==> src/rtl/tx_packer.sv <==
// tx_packer: packs a 32-bit valid/ready/last word stream into 128-bit transactions,
// buffers them in a small FIFO and emits each one as a single-cycle o_valid pulse,
// with a programmable minimum idle gap between pulses. Malformed fragments are dropped
// and flagged with a one-cycle o_frag_err pulse.
//
// Ports:
//   clk            clock
//   rst            synchronous active-high reset
//   s_valid/s_ready/s_data/s_last  input word stream, word 0 is most significant
//   o_valid        one-cycle pulse per emitted transaction
//   o_transaction  last emitted transaction (held while o_valid=0)
//   o_frag_err     one-cycle pulse per dropped malformed fragment
//   o_tx_count     saturating count of emitted transactions
module tx_packer #(
  parameter int unsigned FIFO_DEPTH = 4,
  parameter int unsigned MIN_GAP    = 0
) (
  input  logic         clk,
  input  logic         rst,
  input  logic         s_valid,
  output logic         s_ready,
  input  logic [31:0]  s_data,
  input  logic         s_last,
  output logic         o_valid,
  output logic [127:0] o_transaction,
  output logic         o_frag_err,
  output logic [15:0]  o_tx_count
);

  localparam int unsigned PtrW = $clog2(FIFO_DEPTH);
  localparam int unsigned CntW = $clog2(FIFO_DEPTH + 1);
  localparam int unsigned GapW = (MIN_GAP > 0) ? $clog2(MIN_GAP + 1) : 1;

  typedef enum logic [0:0] {StCollect, StDiscard} state_e;

  state_e          state_q, state_d;
  logic [1:0]      k_q, k_d;
  logic [95:0]     shadow_q, shadow_d;
  logic            frag_err_q, frag_err_d;
  logic [PtrW-1:0] wr_ptr_q, wr_ptr_d, rd_ptr_q, rd_ptr_d;
  logic [CntW-1:0] cnt_q, cnt_d;
  logic [GapW-1:0] gap_q, gap_d;
  logic            valid_q, valid_d;
  logic [127:0]    trans_q, trans_d;
  logic [15:0]     tx_cnt_q, tx_cnt_d;
  logic [127:0]    mem [FIFO_DEPTH];

  logic fifo_full, accept, push, pop;

  always_comb begin
    fifo_full  = (cnt_q == CntW'(FIFO_DEPTH));
    // Depends only on registered state (and reset); a same-cycle pop never frees a slot.
    s_ready    = !rst && ((state_q == StDiscard) || (k_q != 2'd3) || !fifo_full);
    accept     = s_valid && s_ready;

    push       = 1'b0;
    state_d    = state_q;
    k_d        = k_q;
    shadow_d   = shadow_q;
    frag_err_d = 1'b0;

    if (accept) begin
      unique case (state_q)
        StCollect: begin
          if (k_q != 2'd3) begin
            if (s_last) begin
              k_d        = 2'd0;
              frag_err_d = 1'b1;
            end else begin
              // Shift-in leaves word 0 in [95:64], i.e. the top of the final transaction.
              shadow_d = {shadow_q[63:0], s_data};
              k_d      = k_q + 2'd1;
            end
          end else begin
            k_d = 2'd0;
            if (s_last) begin
              push = 1'b1;
            end else begin
              frag_err_d = 1'b1;
              state_d    = StDiscard;
            end
          end
        end
        StDiscard: begin
          if (s_last) state_d = StCollect;
        end
        default: state_d = StCollect;
      endcase
    end

    pop = (cnt_q != '0) && (gap_q == '0);

    wr_ptr_d = push ? wr_ptr_q + PtrW'(1) : wr_ptr_q;
    rd_ptr_d = pop  ? rd_ptr_q + PtrW'(1) : rd_ptr_q;
    cnt_d    = cnt_q;
    if (push && !pop) cnt_d = cnt_q + CntW'(1);
    if (!push && pop) cnt_d = cnt_q - CntW'(1);

    gap_d = gap_q;
    if (pop)                gap_d = GapW'(MIN_GAP);
    else if (gap_q != '0)   gap_d = gap_q - GapW'(1);

    valid_d  = pop;
    trans_d  = pop ? mem[rd_ptr_q] : trans_q;
    tx_cnt_d = (pop && (tx_cnt_q != 16'hFFFF)) ? tx_cnt_q + 16'd1 : tx_cnt_q;
  end

  always_ff @(posedge clk) begin
    if (rst) begin
      state_q    <= StCollect;
      k_q        <= 2'd0;
      shadow_q   <= '0;
      frag_err_q <= 1'b0;
      wr_ptr_q   <= '0;
      rd_ptr_q   <= '0;
      cnt_q      <= '0;
      gap_q      <= '0;
      valid_q    <= 1'b0;
      trans_q    <= '0;
      tx_cnt_q   <= '0;
    end else begin
      state_q    <= state_d;
      k_q        <= k_d;
      shadow_q   <= shadow_d;
      frag_err_q <= frag_err_d;
      wr_ptr_q   <= wr_ptr_d;
      rd_ptr_q   <= rd_ptr_d;
      cnt_q      <= cnt_d;
      gap_q      <= gap_d;
      valid_q    <= valid_d;
      trans_q    <= trans_d;
      tx_cnt_q   <= tx_cnt_d;
    end
  end

  // Storage needs no reset: occupancy and pointers define what is valid.
  always_ff @(posedge clk) begin
    if (push) mem[wr_ptr_q] <= {shadow_q, s_data};
  end

  assign o_valid       = valid_q;
  assign o_transaction = trans_q;
  assign o_frag_err    = frag_err_q;
  assign o_tx_count    = tx_cnt_q;

endmodule

==> config.mk <==
export PLATFORM = sky130hd
export DESIGN_NAME = tx_packer
export DESIGN_NICKNAME = d
export VERILOG_FILES = /design/src/rtl/tx_packer.sv
export SDC_FILE = /design/constraint.sdc
export NUM_CORES = 1
export LEC_CHECK = 0
export ABC_CLOCK_PERIOD_IN_PS = 5220
export CORE_ASPECT_RATIO = 1.75
export CORE_MARGIN = 2
export CORE_UTILIZATION = 53
export DETAILED_ROUTE_END_ITERATION = 16
export PLACE_DENSITY = 0.74
export SYNTH_ARGS = -nofsm -noshare
export SYNTH_HDL_FRONTEND = slang
export SYNTH_SLANG_ARGS = --single-unit
==> constraint.sdc <==
create_clock -name clk -period 5.22 [get_ports clk]
set_input_delay 1.044 -clock clk [delete_from_list [all_inputs] [get_ports clk]]
set_output_delay 1.044 -clock clk [all_outputs]
set_load 0.02 [all_outputs]
## Word level (Yosys, flattened, before mapping)

Memories as Yosys holds them, arrays and structs flattened. A register that Yosys moved wholly into a read port is not among the register bits.
Index checks and enable logic that the tools add are counted.
W data, S select, Z words.

- Logic and storage cells: 57
- Memories: 1
- Bits in registers: 125
- RAM bits: 512

- Eq/ne operators: 3
- Multiplexer cells: 14
- Reductions and logical operators: 18
- $add $sub $neg: 7
- Bitwise logic cells: 4

Memory list:

| memory | depth | width | read ports | clocked after Yosys merged registers in | write ports | RTL line | RTL |
|---|---|---|---|---|---|---|---|
| mem | 4 | 128 | 1 | 1 | 1 | 46 | `logic [127:0] mem [FIFO_DEPTH];` |

Operators with widths:

| cell | count |
|---|---|
| $add A16 B1 Y16 const B | 1 |
| $ne A16 B16 Y1 const B | 1 |
| $mux W1 | 9 |
| $add A2 B1 Y2 const B | 3 |
| $logic_and A1 B1 Y1 | 6 |
| $mux W3 | 2 |
| $reduce_or A3 Y1 | 2 |
| $logic_not A1 Y1 | 4 |
| $mux W2 | 2 |
| $not A1 Y1 | 4 |
| $reduce_and A4 Y1 | 1 |
| $add A3 B1 Y3 const B | 1 |
| $eq A3 B3 Y1 const B | 1 |
| $reduce_bool A3 Y1 | 1 |
| $sub A3 B1 Y3 const B | 1 |
| $logic_or A1 B1 Y1 | 2 |
| $ne A2 B2 Y1 const B | 1 |
| $pmux W1 S2 | 1 |
| $reduce_and A2 Y1 | 1 |
| $reduce_bool A2 Y1 | 1 |
| $sub A1 B1 Y1 const B | 1 |

## Longest topological paths before layout

Gate-level depths: netlist of the first run.

- Depth after elaboration: 9
- Depth in mapped cells: 11
- Gate-level depth less buffers: 11

## Worst setup path after synthesis of the first run

No wires, ideal clock.

- Path kind: in2reg
- Start point: input rst
- End point: memory mem[2][0], enable pin
- Setup time: 502 ps
- Path buffers: 0
- Required time: 4,718 ps
- Slack: 205 ps
- Arrival time: 4,513 ps
- Stages: 4
- Cells stage by stage: nor2_1 > nand3_1 > nor2_1 > and2_1

- Word-level cells in the longest chain between the ends: 6

Ends and longest elaborated chain:

| what | RTL line | RTL |
|---|---|---|
| from (decl) | 19 | `input logic rst,` |
| $logic_not A1 Y1 | 53 | `s_ready = !rst && ((state_q == StDiscard) \|\| (k_q != 2'd3) \|\| !fifo_full);` |
| $logic_and A1 B1 Y1 | 53 |  |
| $logic_and A1 B1 Y1 | 54 | `accept = s_valid && s_ready;` |
| $mux W1 | 62 | `if (accept) begin` |
| $mux W1 | 138 | `if (push) mem[wr_ptr_q] <= {shadow_q, s_data};` |
| $mux W1 (implied by the code) | 138 |  |
| to (decl) | 46 |  |

No other way between the ends.

## Worst setup path in the final report of the first run

- Start point: register k_q[0]
- End point: output s_ready

- Word-level cells in the longest chain between the ends: 4

Ends and longest elaborated chain:

| what | RTL line | RTL |
|---|---|---|
| from (decl) | 37 | `logic [1:0] k_q, k_d;` |
| from (signal assigned) | 123 | `k_q <= k_d;` |
| $ne A2 B2 Y1 | 53 |  |
| $logic_or A1 B1 Y1 (2 in series) | 53 |  |
| $logic_and A1 B1 Y1 | 53 |  |
| to (decl) | 21 | `output logic s_ready,` |

No other way between the ends.

==> results by group, run 1 <==
Logic synthesis
  – Synth Area in Adders: 0.482%
  – Synth cell types: 42
  – Largest family of logic cells by synthesized area: multiplexers
  – Simple-gate share of the synthesized area: about 7.7%
  – Synth Area in XOR/XNOR: less than 1%
  – Flops & latches, synth: 765
  – Yosys warnings: 0
  – Asr flop ratio synth: 0%
  – Post-synthesis sequential area ratio: around three quarters
  – Post-synth EDFFs: approximately 510
  – Syn Inst Count: roughly 1800
  – Mapped Nets: roughly 1900
  – Mux cell area share after synthesis: 10.7%
  – Synth Area in Compound Gates: roughly 4.7%
  – Most used DFF post-synth: edfxtp_1
  – Mean post-synth cell area: 15.2 um2
  – Mapped Area: between 20000 and 30000 um2

Route
  – Via count: roughly 15000
  – ANT nets after route: 0
  – WL/cell: approximately 22 um
  – Total Routed Length: roughly 60000 um
  – DRC: 0
  – Vias per inst: about 5.7
  – Drt pass-1 iters: 5
  – Drt initial violations: about 1200

STA
  – Final worst path period need: about 3200 ps
  – Number of hold violations in the final report: 0
  – Max-slew headroom: between 30 and 40%
  – Final setup vio count: 0
  – Fmax: approximately 310 MHz
  – Hold Slack: approximately 450 ps
  – RSZ-0062 raised after global routing: no
  – Slew Viols, Final: 0
  – Final period utilization: around 61%
  – Setup TNS after final layout: 0 ps
  – Worst clock skew: approximately 16 ps
  – Tightest Pin Transition: between 1000 and 1500 ps
  – Final worst slack: 2030 ps

Global routing
  – Met1 usage: roughly 28%
  – First-pass GRT wire length: roughly 92000 um
  – Largest net degree at the start of global routing: 97
  – GR Util met2: roughly 41%
  – Busiest grt layer: met2
  – Met3 GRT Util: 2.80%
  – Overall Global Routing Usage: 22.5%
  – Antenna violations before repair: 0
  – Gr ovfl total: 0
  – Vias in the first global route: about 16000

Critical path
  – CP Max Fanout: 4
  – Crit Path Category: reg2out
  – CP startpoint kind: flop
  – Worst r2r src: cnt_q[0]
  – Critical Path Start: k_q[0]
  – R2R setup slack: 2030 ps
  – Crit-path cells: ha_1 > nand4bb_1 > nor2_1 > nor2_1 > clkdlybuf4s50_1
  – Crit path arrival time: approximately 2200 ps
  – Critical path's slowest cell: clkdlybuf4s50_1
  – Req. time, crit path: roughly 4200 ps
  – Reg2Reg Capture Point: cnt_q[2]
  – Worst Setup End Kind: output pin
  – Worst reg2reg path depth: 9
  – Setup crit end: s_ready
  – Top cell by count, worst path: nor2_1
  – Largest stage delay on the critical path: about 560 ps

Place
  – Placed cells: around 2600
  – Pre-CTS setup slack: 1550 ps
  – Hpwl dp: between 30000 and 40000 um
  – Placer congestion estimate: approximately 0.76
  – Port buffer count: 182

Floorplan
  – IO Count: around 180
  – Die area: ~54000 um2
  – Rows: 110
  – Starting Density: 53.6%
  – Die Width: between 150 and 200 um
  – Core ar.: ~50000 um2
  – Die Y: about 310 um

CTS
  – Clock latency on the worst-skew pair: 620 ps
  – Root Buffer: clkbuf_16
  – CTS tree: done
  – Num CTS Buffers: 61
  – H-tree level count: 2
  – # clock sinks: approximately 770
  – # Post-CTS Setup Buffers: 0
  – CTS Buffer Depth: 3
  – CTS hold repair buffers: 0
  – Cts repair resizes: 0
  – Reg clk slew, reported paths: roughly 70 ps

Cells and area
  – Commonest non-fill, non-tap cell in the layout: edfxtp_1
  – Net count, final: 2015
  – Commonest non-fill, non-tap cells in the layout: edfxtp_1 (512), nand2_1 (452), dfxtp_1 (251), a21oi_1 (238), clkdlybuf4s50_1 (181)
  – Layout cells sized above 1: between 10% and 20%
  – Final Non-Filler Cells: approximately 2700
  – Area Growth Syn to Fin: 16.3%
  – Antenna Cells: 0

Power
  – PwrDens: 351 nW/um2
  – Pleak: ~9.5 nW
  – Maximum vdd ir drop: around 0.00031 V

Worst hold path
  – Hold path cells: 2
  – Hold WC Path Type: reg2reg

Status
  – Outcome: complete, no violations

Job
  – Max_cap viols: 0
==> report_power, final <==
part,total (mW),internal (mW),switching [mW]
clock network,4.67,2.54,2.13
registers,6.44,6.42,0.0213
logic,0.124,0.0373,0.0864
total,11.2,9.00,2.23
==> critical path, delay by kind of cell, from the launching register on <==
family | cells | cell delay (ps)
DFF | 1 | 350
adders and majority gates | 1 | 240
buffers and inverters | 1 | 560
and+or+nand+nor | 3 | 380
==> stage by stage <==
stage	util (%)	total power [mW]	cell area (um2)
floorplan	-	6.62	27500
detailed placement	58.4	6.70	30000
global placement	58.4	6.69	30000
CTS	62.3	11.3	32000
global route	62.3	11.5	32000
finish	62.3	11.2	32000
==> worst min-delay path by stage <==
stage,from,endpoint,slack [ps]
3_3_place_gp,o_transaction[6],o_transaction[6],440
2_1_floorplan,shadow_q[68],mem[0][100],460
3_5_place_dp,o_transaction[124],o_transaction[124],450
4_1_cts,o_transaction[124],o_transaction[124],460
5_1_grt,o_transaction[39],o_transaction[39],470
6_report,o_transaction[105],o_transaction[105],450
==> cell type report <==
class	count	area, um2
Clock inverter	42	424
Clock buffer	74	1600
Multi-Input combinational cell	924	6560
Tap cell	672	841
Inverter	12	47.5
Sequential cell	765	20400
Fill cell	3642	19300
Timing Repair Buffer	205	2090
==> sequential cells by signal, indices dropped and copies added (netlist names) <==
register / cells
wr_ptr_q: 2
cnt_q: 3
shadow_q: 96
k_q: 2
gap_q: 1
rd_ptr_q: 2
o_frag_err: 1
o_valid: 1
mem: 512
o_transaction: 128
o_tx_count: 16
state_q: 1
==> logic make-up after synthesis <==
| family | after synthesis |
|---|---|
| flip-flops | 765 |
| AND/OR/NAND/NOR | 520 |
| AO/OA/AOI/OAI | 254 |
| multiplexers | 134 |
| buffers and inverters | 122 |
| adder cells (fa/ha/maj) | 10 |
| XOR/XNOR | 5 |
| other | 1 |
==> metal layers <==
metal / routed length [um] / up-vias / part of all wire, %
met5: 0 / - / 0
met4: 1550 / 0 / 2.6
met3: 2860 / 82 / 4.8
met2: 32600 / 476 / 55
met1: 22600 / 7745 / 38
li1: - / 6982 / -
==> cells in the mapped netlist, types with 3 or more instances <==
cell | number | area [um2]
a21oi_1 | 238 | 1190
and2_1 | 4 | 25.0
and4_1 | 3 | 26.3
buf_1 | 4 | 15.0
buf_2 | 33 | 165
buf_4 | 9 | 67.6
clkbuf_1 | 63 | 236
dfxtp_1 | 253 | 5060
edfxtp_1 | 512 | 15400
ha_1 | 9 | 113
inv_1 | 10 | 37.5
mux2_2 | 4 | 45.0
mux4_2 | 128 | 2880
nand2_1 | 452 | 1700
nand3_1 | 6 | 30.0
nand4_1 | 5 | 31.3
nor2_1 | 20 | 75.1
nor2b_1 | 4 | 25.0
nor4_1 | 3 | 18.8
o21ai_0 | 3 | 15.0
o31ai_1 | 10 | 75.1
or4_1 | 10 | 75.1
xnor2_1 | 3 | 26.3
Power figures use the tool's default switching activity.
==> run 2: changes to the inputs <==
--- a/config.mk
+++ b/config.mk
@@ -5,7 +5,7 @@
 export SDC_FILE = /design/constraint.sdc
 export NUM_CORES = 1
 export LEC_CHECK = 0
-export ABC_CLOCK_PERIOD_IN_PS = 5220
+export ABC_CLOCK_PERIOD_IN_PS = 2900
 export CORE_ASPECT_RATIO = 1.75
 export CORE_MARGIN = 2
 export CORE_UTILIZATION = 53
==> constraint.sdc (replaced) <==
create_clock -name clk -period 2.9 [get_ports clk]
set_input_delay 0.58 -clock clk [delete_from_list [all_inputs] [get_ports clk]]
set_output_delay 0.58 -clock clk [all_outputs]
set_load 0.02 [all_outputs]
==> results by group, run 2 (synthesized netlist as in run 1, its figures left out) <==
Status
  – Outcome: complete, no violations

Critical path
  – Reg2Reg Capture Point: cnt_q[2]
  – CP Max Fanout: 4 (unchanged)
  – Worst r2r src: k_q[0]
  – Worst Setup End Kind: output pin
  – Crit Path Category: reg2out
  – R2R setup slack: 430 ps (-1600 ps)
  – CP startpoint kind: flop
  – Worst reg2reg path depth: 11 (+2)
  – Crit path arrival time: 2070 ps (-80 ps)
  – Req. time, crit path: 2320 ps (-1860 ps)

Cells and area
  – Net count, final: 2043 (+1.4%)
  – Antenna Cells: 0 (unchanged)
  – Commonest non-fill, non-tap cells in the layout: edfxtp_1 (512), nand2_1 (452), dfxtp_1 (251), a21oi_1 (238), clkdlybuf4s50_1 (181)
  – Commonest non-fill, non-tap cell in the layout: edfxtp_1
  – Largest Register: mem
  – Area occupied by multi-input gates: 6560 um2 (unchanged)
  – Layout cells sized above 1: 14.0% (+1.1 points)
  – Area Growth Syn to Fin: 17.9%
  – Max reg flops: 512 (unchanged)
  – Register area: 20400 um2 (unchanged)
  – Final Non-Filler Cells: 2719 (+0.93%)
  – # fillers: 3650 (+0.22%)

Global routing
  – Vias in the first global route: 16000 (+0.98%)
  – First-pass GRT wire length: 92300 um (-0.16%)
  – Overall Global Routing Usage: 22.7% (+0.11 points)
  – Largest net degree at the start of global routing: 193 (+99%)
  – Gr ovfl total: 0 (unchanged)
  – Antenna violations before repair: 0 (unchanged)

Route
  – Drt initial violations: 1092 (-10%)
  – DRC: 0 (unchanged)
  – Drt pass-1 iters: 5 (unchanged)
  – Total Routed Length: 59700 um (+0.18%)
  – Via count: 15500 (+1.1%)
  – ANT nets after route: 0 (unchanged)
  – Vias per inst: 5.68 (+0.16%)
  – WL/cell: 22.0 um (-0.74%)

STA
  – RSZ-0062 raised after global routing: no
  – Worst clock skew: 21.0 ps (+5.45 ps)
  – Final setup vio count: 0 (unchanged)
  – Fmax: ~380 MHz
  – Final worst path period need: ~2700 ps
  – Tightest Pin Transition: 1010 ps (-36.6 ps)
  – Final worst slack: 246 ps (-1780 ps)
  – Final period utilization: roughly nine tenths
  – Number of hold violations in the final report: 0 (unchanged)
  – Max-slew headroom: 32.5% (+2.4 points)
  – Slew Viols, Final: 0 (unchanged)

CTS
  – Num CTS Buffers: 66 (+8.2%)
  – Cts repair resizes: 0 (unchanged)
  – Clock latency on the worst-skew pair: 600 ps (-20 ps)
  – Reg clk slew, reported paths: 60 ps (about the same)
  – # clock sinks: 765 (unchanged)
  – CTS hold repair buffers: 0 (unchanged)
  – # Post-CTS Setup Buffers: 0 (unchanged)
  – CTS Buffer Depth: 3 (unchanged)
  – Root Buffer: clkbuf_16
  – H-tree level count: 3 (+1)
  – CTS tree: done

Worst hold path
  – Hold WC Path Type: in2reg
  – Min-Delay Startpoint: rst
  – Hold path cells: 4 (+2)
  – Worst Hold End: o_frag_err

Floorplan
  – Starting Density: 53.6% (unchanged)
  – Rows: 110 (unchanged)
  – Die Y: 305 um (unchanged)
  – Die Width: 176 um (unchanged)
  – IO Count: 183 (unchanged)
  – Core ar.: 51300 um2 (unchanged)
  – Die area: 53800 um2 (unchanged)

Power
  – Pleak: 9.72 nW (+2.2%)
  – PwrDens: 628 nW/um2 (+79%)
  – Maximum vdd ir drop: 0.000596 V (+92%)

Place
  – Placer congestion estimate: 0.777 (+1.5%)
  – Hpwl dp: 37100 um (+3.0%)
  – Pre-CTS setup slack: 121 ps (-1430 ps)
  – Port buffer count: 182 (unchanged)
  – Placed cells: 2601 (+0.89%)

Job
  – Max_cap viols: 0 (unchanged)
-- run 2: routing by layer --
metal  up-vias  track usage, %  part of all wire, %
met3        89            3.16                  5.1
met1      7809            26.8                   37
met2       515            41.1                   54
met4         0            9.42                  3.7
li1       7038               -                    -
met5         -               0                    0
-- run 2: cell type report --
cell class,instances,area share (%)
Tap cell,672,2.59
Clock buffer,83,5.38
Inverter,12,0.147
Sequential cell,765,63.0
Timing Repair Buffer,228,7.66
Clock inverter,35,0.983
Multi-Input combinational cell,924,20.2
-- run 2: report_power, final --
part | total (mW) | switching [mW] | leakage, nW | internal, mW
clock | 8.55 | 3.80 | 1.01 | 4.75
combinational | 0.233 | 0.157 | 2.23 | 0.0758
sequential | 11.6 | 0.0333 | 6.47 | 11.6
-- run 2: metrics by stage --
step	setup TNS, ps	hold WS (ps)	util [%]	cell area, um2	power, mW
floorplan	-117160	460	-	27500	11.9
global route	0	378	63.2	32400	20.9
CTS	0	339	63.2	32400	20.5
finish	0	375	63.2	32400	20.4
global placement	0	445	59.2	30400	12.1
detailed placement	0	446	59.2	30400	12.1
-- run 2: worst max-delay path by stage --
| stage | startpoint | end | slack, ps | cells past startpoint |
|---|---|---|---|---|
| after floorplan | rst | mem[0][0] | -230 | 4 |
| after global placement | s_last | cnt_q[2] | 160 | 11 |
| after detailed placement | s_last | cnt_q[2] | 120 | 11 |
| after CTS | k_q[0] | s_ready | 210 | 5 |
| after global routing | k_q[0] | s_ready | 140 | 5 |
| final | k_q[0] | s_ready | 250 | 5 |
-- run 2: critical path: stages, from the launching register on --
cell and delay [ps]:
dfxtp_1 330, ha_1 240, nand4bb_1 170, nor2_1 60
nor2_1 80, clkdlybuf4s50_1 620
==> run 3: changes to the inputs <==
--- a/config.mk
+++ b/config.mk
@@ -10,6 +10,7 @@
 export CORE_MARGIN = 2
 export CORE_UTILIZATION = 53
 export DETAILED_ROUTE_END_ITERATION = 16
+export MAX_ROUTING_LAYER = met4
 export PLACE_DENSITY = 0.74
 export SYNTH_ARGS = -nofsm -noshare
 export SYNTH_HDL_FRONTEND = slang
==> results by group, run 3 (synthesized netlist as in run 1, its figures left out) <==
Status
  – Outcome: complete, no violations

CTS
  – # clock sinks: 765 (unchanged)
  – Num CTS Buffers: 66 (unchanged)
  – Reg clk slew, reported paths: 60 ps (about the same)
  – CTS tree: done
  – CTS Buffer Depth: 3 (unchanged)
  – Cts repair resizes: 0 (unchanged)
  – # Post-CTS Setup Buffers: 0 (unchanged)
  – CTS hold repair buffers: 0 (unchanged)
  – H-tree level count: 3 (unchanged)
  – Clock latency on the worst-skew pair: 600 ps (about the same)
  – Root Buffer: clkbuf_16

Cells and area
  – Commonest non-fill, non-tap cell in the layout: edfxtp_1
  – Commonest non-fill, non-tap cells in the layout: edfxtp_1 (512), nand2_1 (452), dfxtp_1 (251), a21oi_1 (238), clkdlybuf4s50_1 (181)
  – Max reg flops: 512 (unchanged)
  – Layout cells sized above 1: 14.0% (unchanged)
  – Antenna Cells: 0 (unchanged)
  – Largest Register: mem
  – Net count, final: 2043 (unchanged)
  – Core Util, Final: 63.2% (unchanged)
  – Area Growth Syn to Fin: 17.9% (unchanged)

STA
  – Final setup vio count: 0 (unchanged)
  – Tightest Pin Transition: 1010 ps (-0.991 ps)
  – Slew Viols, Final: 0 (unchanged)
  – Max-slew headroom: 32.5% (+0.066 points)
  – Final worst path period need: 2650 ps (-5.09 ps)
  – Final period utilization: 91.3% (-0.18 points)
  – RSZ-0062 raised after global routing: no
  – Number of hold violations in the final report: 0 (unchanged)
  – Fmax: 378 MHz (+0.19%)
  – Worst clock skew: 21.5 ps (+0.494 ps)

Global routing
  – Antenna violations before repair: 0 (unchanged)
  – Gr ovfl total: 0 (unchanged)
  – Vias in the first global route: 16000 (-0.075%)
  – Largest net degree at the start of global routing: 193 (unchanged)
  – First-pass GRT wire length: 92300 um (about the same)
  – Overall Global Routing Usage: 23.4% (+0.71 points)

Critical path
  – Worst r2r src: k_q[0]
  – Crit path arrival time: 2070 ps (about the same)
  – CP delay by family, top: buffers and inverters
  – Req. time, crit path: 2320 ps (about the same)
  – CP startpoint kind: flop
  – Crit Path Category: reg2out
  – Worst Setup End Kind: output pin
  – Worst reg2reg path depth: 11 (unchanged)
  – Reg2Reg Capture Point: cnt_q[2]
  – R2R setup slack: 460 ps (+30 ps)
  – Worst path bufs/invs: 1 (unchanged)
  – Top cell by count, worst path: nor2_1
  – Critical path's slowest cell: clkdlybuf4s50_1
  – Crit-path cells: ha_1 > nand4bb_1 > nor2_1 > nor2_1 > clkdlybuf4s50_1
  – CP Max Fanout: 4 (unchanged)
  – Largest stage delay on the critical path: 620 ps (about the same)

Worst hold path
  – Worst Hold End: o_frag_err
  – Min-Delay Startpoint: rst
  – Hold path cells: 4 (unchanged)
  – Hold WC Path Type: in2reg

Route
  – Via count: 15500 (+0.29%)
  – ANT nets after route: 0 (unchanged)
  – DRC: 0 (unchanged)
  – Drt initial violations: 1179 (+8.0%)
  – Total Routed Length: 59800 um (about the same)
  – WL/cell: 22.0 um (about the same)
  – Drt pass-1 iters: 5 (unchanged)
  – Vias per inst: 5.70 (+0.29%)

Power
  – PwrDens: 628 nW/um2 (about the same)
  – Pleak: 9.72 nW (unchanged)
  – Total Power: 20.4 mW (about the same)
  – Maximum vdd ir drop: 0.000595 V (-0.15%)

Job
  – Max_cap viols: 0 (unchanged)

Floorplan
  – IO Count: 183 (unchanged)
  – Die area: 53800 um2 (unchanged)
  – Die Width: 176 um (unchanged)
  – Starting Density: 53.6% (unchanged)
  – Die Y: 305 um (unchanged)
  – Core ar.: 51300 um2 (unchanged)
  – Rows: 110 (unchanged)

Place
  – Placer congestion estimate: 0.788 (+1.5%)
  – Hpwl dp: 37100 um (unchanged)
  – Port buffer count: 182 (unchanged)
-- run 3: layout make-up --
| class | instances | area [um2] |
|---|---|---|
| clock inverters | 35 | 319 |
| repair buffers | 228 | 2480 |
| inverters | 12 | 47.5 |
| multi-input cells | 924 | 6560 |
| flip-flops and latches | 765 | 20400 |
| well taps | 672 | 841 |
| fillers | 3650 | 18900 |
| clock buffers | 83 | 1750 |
-- run 3: metal layers --
layer	GRT usage [%]	part of all wire (%)	up-vias	wire [um]
li1	-	-	7034	-
met1	26.9	36	7842	21800
met2	41.3	55	543	32600
met3	3.10	5.5	77	3300
met4	9.21	3.4	0	2060
met5	-	0	-	0
-- run 3: power by group --
| part | total, mW | switching (mW) | internal (mW) |
|---|---|---|---|
| combinational | 0.233 | 0.157 | 0.0758 |
| clock | 8.55 | 3.80 | 4.75 |
| sequential | 11.6 | 0.0334 | 11.6 |
| total | 20.4 | 3.99 | 16.4 |
-- run 3: worst min-delay path: stages --
cell and delay, ps:
buf_8 80, nor2_1 60, nand3_1 140, nor2_1 60
-- run 3: worst max-delay path by stage --
stage,startpoint,endpoint,cells past startpoint
after CTS,k_q[0],s_ready,5
after floorplan,rst,mem[0][0],4
after global placement,s_last,cnt_q[2],11
final,k_q[0],s_ready,5
after detailed placement,s_last,cnt_q[2],11
after global routing,k_q[0],s_ready,5
-- run 3: through the flow --
stage | std cells | hold slack (ps) | TNS (ps) | worst slack [ps] | area (um2)
after global routing | 2719 | 378 | 0 | 137 | 32400
after global placement | 2601 | 445 | 0 | 164 | 30400
after CTS | 2719 | 339 | 0 | 206 | 32400
after detailed placement | 2601 | 446 | 0 | 121 | 30400
after floorplan | 1811 | 460 | -117160 | -229 | 27500
final | 2719 | 375 | 0 | 251 | 32400
